**config.mk**
```make
export PLATFORM = sky130hd
export DESIGN_NAME = hazard_scoreboard
export DESIGN_NICKNAME = d
export VERILOG_FILES = /design/src/rtl/hazard_pkg.sv /design/src/rtl/hazard_fwd_sel.sv /design/src/rtl/hazard_scoreboard.sv
export SDC_FILE = /design/constraint.sdc
export NUM_CORES = 1
export LEC_CHECK = 0
export CORE_ASPECT_RATIO = 1.1
export CORE_MARGIN = 10
export CORE_UTILIZATION = 55
export DETAILED_ROUTE_END_ITERATION = 8
export PLACE_DENSITY = 0.82
export SETUP_SLACK_MARGIN = 0.2
export SYNTH_ARGS = -nofsm -noshare
export SYNTH_HDL_FRONTEND = slang
export SYNTH_SLANG_ARGS = --single-unit
```
**constraint.sdc**
```tcl
create_clock -name clk -period 4.2 [get_ports clk]
set_input_delay 0.84 -clock clk [delete_from_list [all_inputs] [get_ports clk]]
set_output_delay 0.84 -clock clk [all_outputs]
set_load 0.02 [all_outputs]
```
**src/rtl/hazard_pkg.sv**
```systemverilog
// rtl/hazard_pkg.sv - shared constants and forward-select encoding for the hazard controller
package hazard_pkg;

  localparam int FWD_RF = 0;

  // Select value for forwarding stage k; stage NFWD stands for the long-unit result bus.
  function automatic int unsigned fwd_enc(input int unsigned stage);
    return stage + 1;
  endfunction

  function automatic int unsigned sel_width(input int unsigned nfwd);
    return $clog2(nfwd + 2);
  endfunction

endpackage

```
**src/rtl/hazard_fwd_sel.sv**
```systemverilog
// rtl/hazard_fwd_sel.sv - per-operand forwarding priority match, ready check and select
module hazard_fwd_sel
  import hazard_pkg::*;
#(
  parameter  int AW   = 5,
  parameter  int NFWD = 2,
  localparam int SW   = sel_width(NFWD)
) (
  input  logic               id_valid,
  input  logic               use_rs,
  input  logic [AW-1:0]      rs,
  input  logic [NFWD*AW-1:0] fwd_rd,
  input  logic [NFWD-1:0]    fwd_wen,
  input  logic [NFWD-1:0]    fwd_ready,
  input  logic               lu_done,
  input  logic [AW-1:0]      lu_done_rd,
  output logic [SW-1:0]      sel,
  output logic               not_ready
);

  logic hit;

  always_comb begin
    sel       = SW'(FWD_RF);
    not_ready = 1'b0;
    hit       = 1'b0;
    if (id_valid && rs != '0) begin
      // Walk oldest to youngest so the youngest matching stage is the last writer.
      for (int k = NFWD - 1; k >= 0; k--) begin
        if (fwd_wen[k] && fwd_rd[k*AW +: AW] == rs) begin
          sel       = SW'(fwd_enc($unsigned(k)));
          not_ready = use_rs & ~fwd_ready[k];
          hit       = 1'b1;
        end
      end
      if (!hit && lu_done && lu_done_rd == rs) begin
        sel = SW'(fwd_enc($unsigned(NFWD)));
      end
    end
  end

endmodule

```
**src/rtl/hazard_scoreboard.sv**
```systemverilog
// rtl/hazard_scoreboard.sv - ID-stage hazard/forwarding controller with long-latency scoreboard
module hazard_scoreboard
  import hazard_pkg::*;
#(
  parameter  int AW      = 5,
  parameter  int NFWD    = 2,
  parameter  int MAX_OUT = 4,
  localparam int SW      = sel_width(NFWD)
) (
  input  logic               clk,
  input  logic               rst_n,
  input  logic               id_valid,
  input  logic [AW-1:0]      id_rs1,
  input  logic [AW-1:0]      id_rs2,
  input  logic               id_use_rs1,
  input  logic               id_use_rs2,
  input  logic [AW-1:0]      id_rd,
  input  logic               id_wen,
  input  logic               id_long,
  input  logic [NFWD*AW-1:0] fwd_rd,
  input  logic [NFWD-1:0]    fwd_wen,
  input  logic [NFWD-1:0]    fwd_ready,
  input  logic               lu_done,
  input  logic [AW-1:0]      lu_done_rd,
  input  logic               flush,
  output logic               pc_write,
  output logic               id_write,
  output logic               ctrl_bubble,
  output logic [SW-1:0]      fwd_sel_a,
  output logic [SW-1:0]      fwd_sel_b,
  output logic               sb_full,
  output logic               sb_err,
  output logic [31:0]        stall_cnt
);

  localparam int NREG = 2 ** AW;
  localparam int OW   = $clog2(MAX_OUT + 1);

  logic [NREG-1:0] pending;
  logic [OW-1:0]   outstanding;

  logic use_a, use_b, nr_a, nr_b;
  logic raw_a, raw_b, waw, structural, stall;
  logic lu_valid, issue;

  assign use_a = id_valid & id_use_rs1;
  assign use_b = id_valid & id_use_rs2;

  hazard_fwd_sel #(.AW(AW), .NFWD(NFWD)) u_sel_a (
    .id_valid   (id_valid),
    .use_rs     (use_a),
    .rs         (id_rs1),
    .fwd_rd     (fwd_rd),
    .fwd_wen    (fwd_wen),
    .fwd_ready  (fwd_ready),
    .lu_done    (lu_done),
    .lu_done_rd (lu_done_rd),
    .sel        (fwd_sel_a),
    .not_ready  (nr_a)
  );

  hazard_fwd_sel #(.AW(AW), .NFWD(NFWD)) u_sel_b (
    .id_valid   (id_valid),
    .use_rs     (use_b),
    .rs         (id_rs2),
    .fwd_rd     (fwd_rd),
    .fwd_wen    (fwd_wen),
    .fwd_ready  (fwd_ready),
    .lu_done    (lu_done),
    .lu_done_rd (lu_done_rd),
    .sel        (fwd_sel_b),
    .not_ready  (nr_b)
  );

  // A writeback this cycle resolves the hazard: the value arrives on the result bus.
  assign raw_a = use_a & pending[id_rs1] & ~(lu_done && lu_done_rd == id_rs1);
  assign raw_b = use_b & pending[id_rs2] & ~(lu_done && lu_done_rd == id_rs2);
  assign waw   = id_valid & id_wen & (id_rd != '0) & pending[id_rd]
               & ~(lu_done && lu_done_rd == id_rd);

  assign lu_valid   = lu_done & pending[lu_done_rd];
  assign sb_full    = (outstanding == OW'(MAX_OUT));
  assign structural = id_valid & id_long & sb_full & ~lu_valid;

  assign stall       = nr_a | nr_b | raw_a | raw_b | waw | structural;
  assign issue       = id_valid & ~stall & id_long;
  assign pc_write    = ~stall;
  assign id_write    = ~stall;
  assign ctrl_bubble = stall;

  always_ff @(posedge clk) begin
    if (!rst_n) begin
      pending     <= '0;
      outstanding <= '0;
      sb_err      <= 1'b0;
      stall_cnt   <= '0;
    end else begin
      if (stall && stall_cnt != '1) begin
        stall_cnt <= stall_cnt + 32'd1;
      end
      if (lu_done && !pending[lu_done_rd]) begin
        sb_err <= 1'b1;
      end
      if (flush) begin
        pending     <= '0;
        outstanding <= '0;
      end else begin
        // The set is written after the clear so a same-register collision keeps the bit.
        if (lu_valid) begin
          pending[lu_done_rd] <= 1'b0;
        end
        if (issue && id_wen && id_rd != '0) begin
          pending[id_rd] <= 1'b1;
        end
        if (issue && !lu_valid && !sb_full) begin
          outstanding <= outstanding + OW'(1);
        end else if (lu_valid && !issue && outstanding != '0) begin
          outstanding <= outstanding - OW'(1);
        end
      end
    end
  end

endmodule

```
; Yosys cells after proc, flatten, opt, wreduce, memory -nomap -nowiden
; Cells that the tools add are included.
[totals]
word_cells = 131
reg_bits = 68
inputBits = 43
[op_classes]
n_mux = 38
n_reduce_logical = 35
bitwise_logic = 36
order_cmp = 6
addsub = 3
n_eq_ne = 9
[op_table]
columns = op, n
row1 = $mux W32, 4
row2 = $eq A5 B5 Y1, 7
row3 = $add A32 B1 Y32 const B, 1
row4 = $and A32 B32 Y32, 1
row5 = $ne A32 B32 Y1 const B, 1
row6 = $not A32 Y32, 1
row7 = $or A32 B32 Y32, 1
row8 = $lt A5 B6 Y1 const B, 4
row9 = $logic_and A1 B1 Y1, 23
row10 = $and A1 B1 Y1, 20
row11 = $bmux W1 S5, 4
row12 = $mux W1, 18
row13 = $mux W2, 8
row14 = $reduce_bool A5 Y1, 3
row15 = $demux W1 S5, 2
row16 = $ge A5 B1 Y1 const B, 2
row17 = $not A1 Y1, 8
row18 = $logic_not A1 Y1, 6
row19 = $mux W3, 2
row20 = $or A1 B1 Y1, 5
row21 = $add A3 B1 Y3 const B, 1
row22 = $eq A3 B3 Y1 const B, 1
row23 = $reduce_bool A3 Y1, 1
row24 = $sub A3 B1 Y3 const B, 1
row25 = other kinds (2), 2

; Logic depth before layout (Yosys ltp)
[depth]
ltp_word = 18
ltp_mapped = 13
ltp_nobuf = 11

; Modules after synthesis
; Synthesis repeated with hierarchy kept, for this count alone.
[hier_totals]
hier_cells = 606
area_unflattened_um2 = 5437.7
[by_module_without_submodules]
columns = mod, cells_each, seq_area_each_um2, area_each_um2, n_inst
row1 = hazard_scoreboard, 544, 1361.3, 4937.2, 1
row2 = hazard_fwd_sel, 31, 0.0, 250.2, 2

; Least setup slack after synthesis
; No wires, ideal clock.
[synth_path]
kind = input port to output port
from = input port id_rs2[1]
to = output port pc_write
n_path_buf = 3
required_ns = 3.360
setup_slack_ns = 0.078
arrival_ns = 3.282
path_stages = 9
cell_sequence = buf_2 -> mux4_2 -> mux4_2 -> nand4b_1 -> nand4_1 -> o21ai_1 -> and2_1 -> buf_2 -> buf_4
[synth_between]
elab_chain_cells = 11
elab_cells_between_ends = 22
[synth_rtl]
columns = element, line
row1 = "start, declared", hazard_scoreboard.sv:14  ; input logic [AW-1:0] id_rs2,
row2 = $eq A5 B5 Y1, hazard_fwd_sel.sv:30  ; if (fwd_wen[k] && fwd_rd[k*AW +: AW] == rs) begin
row3 = $logic_and A1 B1 Y1, hazard_fwd_sel.sv:30
row4 = $mux W1 (2 in series), hazard_fwd_sel.sv:30
row5 = $mux W1, hazard_fwd_sel.sv:27  ; if (id_valid && rs != '0) begin
row6 = $or A1 B1 Y1 (2 in series), hazard_scoreboard.sv:85  ; assign stall = nr_a | nr_b | raw_a | raw_b | waw | structural;
row7 = $or A1 B1 Y1 * (3 in series), hazard_scoreboard.sv:85
row8 = $not A1 Y1 *, --
row9 = "end, declared", hazard_scoreboard.sv:26  ; output logic pc_write,
; Every way passes the cells marked *; elsewhere a longest branch is shown, timed or not. The select of a mux whose other input is x is not followed.

; Worst setup path in the final report
[layout_path]
from = input port id_rd[0]
to = output port ctrl_bubble
[layout_between]
elab_chain_cells = 6
elab_cells_between_ends = 11
[layout_rtl]
columns = element, line
row1 = "start, declared", hazard_scoreboard.sv:17  ; input logic [AW-1:0] id_rd,
row2 = $bmux W1 S5 (tied with other cells), hazard_scoreboard.sv:78  ; assign waw = id_valid & id_wen & (id_rd != '0) & pending[id_rd]
row3 = $mux W1 (not written as such) (tied with other cells), hazard_scoreboard.sv:78
row4 = $and A1 B1 Y1 / $not A1 Y1 (equally long branches), "hazard_scoreboard.sv:78, hazard_scoreboard.sv:79"
row5 = $and A1 B1 Y1 *, hazard_scoreboard.sv:79  ; & ~(lu_done && lu_done_rd == id_rd);
row6 = $or A1 B1 Y1 * (2 in series), hazard_scoreboard.sv:85
row7 = "end, declared", hazard_scoreboard.sv:28  ; output logic ctrl_bubble,
; Marks and branches as above.

==> impl_metrics.tcl <==
set metrics [dict create \
    grt_max_degree 41 \
    cp_slowest_cell "clkdlybuf4s50_1" \
    wl_mm 17.5 \
    worst-slew-pin-transition_ns 0.488 \
    yosys-top-cells-area "dfxtp_1, mux4_2, mux2i_1" \
    avgRoutedWirePerCell_um 20.5 \
    dieWidth_um 113 \
    layout_setup_ws_ns 0.205 \
    synthArstFlopShare_pct 0 \
    io_pins 84 \
    yosysTopAreaCell "dfxtp_1" \
    maxCapViolCount 0 \
    numPlacedInstances 832 \
    synth_top_area_share_pct 26.2 \
    slew_headroom_pct 67.3 \
    syn_to_final_growth_pct 33.7 \
    path_clk_slew_ns 0.07 \
    nNetsFinal 775 \
    holdBufCountCts 0 \
    avgSynthCellArea_um2 8.81 \
    ir_drop_uv 195 \
    fmax_mhz 250 \
    p_leak_uw 0.00272 \
    place_congestion 0.986 \
    drv_slew 0 \
    drc 0 \
    htree_levels 3 \
    syn_inst 590 \
    yosys_warnings 0 \
    max_stage_delay_ns 0.50 \
    clock-sinks 68 \
    syn-num-nets 635 \
    ys_seq_area_share_pct 26.2 \
    core.rowCount 37 \
    place_hpwl_mm 13.2 \
    clk_latency_ns 0.36 \
    first_global_vias 5257 \
    yosysMostFrequentCell "nand2_1" \
    worst-path-buf-inv 4 \
    grt_setup_unrepaired "true" \
    clockBufferDepth 2 \
    numCtsBuffers 9 \
    synth.distinct_cells 74 \
    crit_path_end_kind "primary output" \
    grt-ovfl-total 0 \
    setup_viol 0 \
    num_vias 5474 \
    cp_top_family "buffers and inverters" \
    die_h_um 122 \
    cts_tree "done" \
    drt_iter0_markers 493 \
    arrival_ns 3.16 \
    p_total_uw 1470 \
    fillers 692 \
    postRouteAntennaNets 0 \
    grt_pass1_wl_mm 27.4 \
    worst-endpoint-required_ns 3.36 \
    clock_skew_ns 0.0143 \
    pre_cts_ws_ns -0.602 \
    drive_gt1_share_pct 21.8 \
    firstDrtPassIters 5 \
    start_util_pct 55.8 \
    fin_cells 852 \
    hold_viol 0 \
    worstSetupPathType "input pin to primary output" \
    antenna_found_initial 0 \
    period_needed_ns 4.00 \
    clockRootBuffer "clkbuf_8" \
    critPathLaunchType "input pin" \
    path_max_fanout 9 \
    synth-edff-count 0 \
    numPortBuffers 83 \
    netlist_area_um2 5190 \
    worst-r2r-setup-slack_ns 0.94 \
    synth_seq_cells 68 \
    core_area_um2 9310 \
    hold_class "flop to flop" \
    track_usage_pct 24.3 \
    cellPowerDensity_nw_per_um2 211 \
    via_per_inst 6.42 \
    crit_chain "clkdlybuf4s50_1 > buf_12 > mux2i_1 > mux4_2 > a22oi_2 > nand4_1 > o311a_2 > and2_4 > inv_2 > buf_2" \
    synth_common_cells "nand2_1, dfxtp_1, mux2i_1" \
    synth_flop_cell "dfxtp_1" \
    period_share_pct 95.1 \
    insertedDiodeCount 0 \
    dieArea_um2 13700 \
    status "complete, no violations" \
]
-- repair_timing --
action | in CTS | in global routing
cloned | 0 | 0
setup buffers | 3 | 1
resized for setup | 34 | 16
setup endpoints to repair | 8 | 7
pin swaps | 6 | 2
-- cell usage in the layout (no fill, tap or decap), types with 3 or more instances in the layout --
cell type	synthesis	layout
mux2i_1	38	38
nor4_1	13	11
dlygate4sd2_1	0	7
o21a_1	6	6
a31oi_1	3	3
or3_1	6	6
o21ai_0	22	21
a21oi_1	13	13
a32o_1	14	14
nor3b_2	0	3
nand3b_1	5	5
buf_6	1	3
xnor2_1	12	12
dlymetal6s2s_1	0	7
xor2_1	26	26
mux4_2	19	19
nand2_1	71	71
nand2b_1	20	20
o31a_1	6	6
or4_1	4	4
clkdlybuf4s50_1	0	64
o311ai_0	6	6
clkbuf_8	0	11
nand3_1	31	31
nor2_1	31	30
nand4_1	17	17
buf_12	0	4
and2_1	4	3
o211ai_1	13	13
a21o_1	3	3
nor3_1	14	14
and3_1	6	5
dfxtp_1	68	68
buf_4	2	82
o41ai_1	3	3
inv_1	14	14
mux4_1	8	8
-- worst paths after layout --
path              cells past startpoint                        from                          end
setup / recovery                     10                    id_rd[0]                  ctrl_bubble
hold / removal                        2  stall_cnt[10]$_SDFFE_PN0P_   stall_cnt[10]$_SDFFE_PN0P_
hold reg to reg                       2  stall_cnt[10]$_SDFFE_PN0P_   stall_cnt[10]$_SDFFE_PN0P_
setup reg to reg                     11      pending[12]$_SDFF_PP0_  outstanding[2]$_SDFFE_PP0P_
-- cell families (layout without fill, tap and decap cells) --
kind of cell | Yosys count | after routing | synth area share [%]
buffers and inverters | 56 | 201 | 4.67
flip-flops | 68 | 68 | 26.2
adder cells (fa/ha/maj) | 2 | 2 | 0.626
AO/OA/AOI/OAI | 113 | 113 | 16.4
XOR/XNOR | 38 | 38 | 6.41
multiplexers | 68 | 68 | 20.3
AND/OR/NAND/NOR | 245 | 245 | 25.4
-- metal layers --
layer	part of all wire [%]	vias to the layer above	routed length, µm	GRT usage (%)
met3	9.3	53	1620	6.24
met5	0	-	0	0
met4	3.3	0	586	10.3
li1	-	2512	-	-
met1	40	2597	7020	29.7
met2	47	312	8270	39.7
-- stage by stage --
stage               hold slack (ns)  cell area (µm²)  setup TNS [ns]  utilization (%)
CTS                           0.486             6890               0             74.0
finish                        0.485             6940               0             74.6
floorplan                     0.442             5200               0                -
global route                  0.517             6940               0             74.6
global placement              0.463             6650           -1.81             71.5
detailed placement            0.473             6650           -2.23             71.5
-- worst reg2reg max path: stages (launching register included) --
cell	delay, ns
dfxtp_1	0.38
mux4_1	0.52
mux4_2	0.52
mux2i_1	0.15
or3_2	0.17
o311ai_4	0.10
nor4_2	0.31
buf_4	0.16
nand2_1	0.06
fa_2	0.37
and3b_1	0.20
o32ai_1	0.25
-- state kept, by name, summed over array words and instances, names as in the netlist --
signal,flops
pending,32
stall_cnt,32
outstanding,3
sb_err,1
-- cell type report --
cell class / count / area (µm²) / area share [%]
multi-input cells: 466 / 3650 / 52.6
well taps: 117 / 146 / 2.11
clock buffers: 11 / 151 / 2.18
flip-flops and latches: 68 / 1360 / 19.6
clock inverters: 5 / 35.0 / 0.505
repair buffers: 170 / 1540 / 22.2
inverters: 15 / 56.3 / 0.811
-- report_power, final --
| group | internal (µW) | switching [µW] |
|---|---|---|
| sequential | 647 | 3.64 |
| combinational | 148 | 155 |
| clock | 247 | 266 |
| total | 1040 | 425 |
Power figures use the tool's default switching activity.
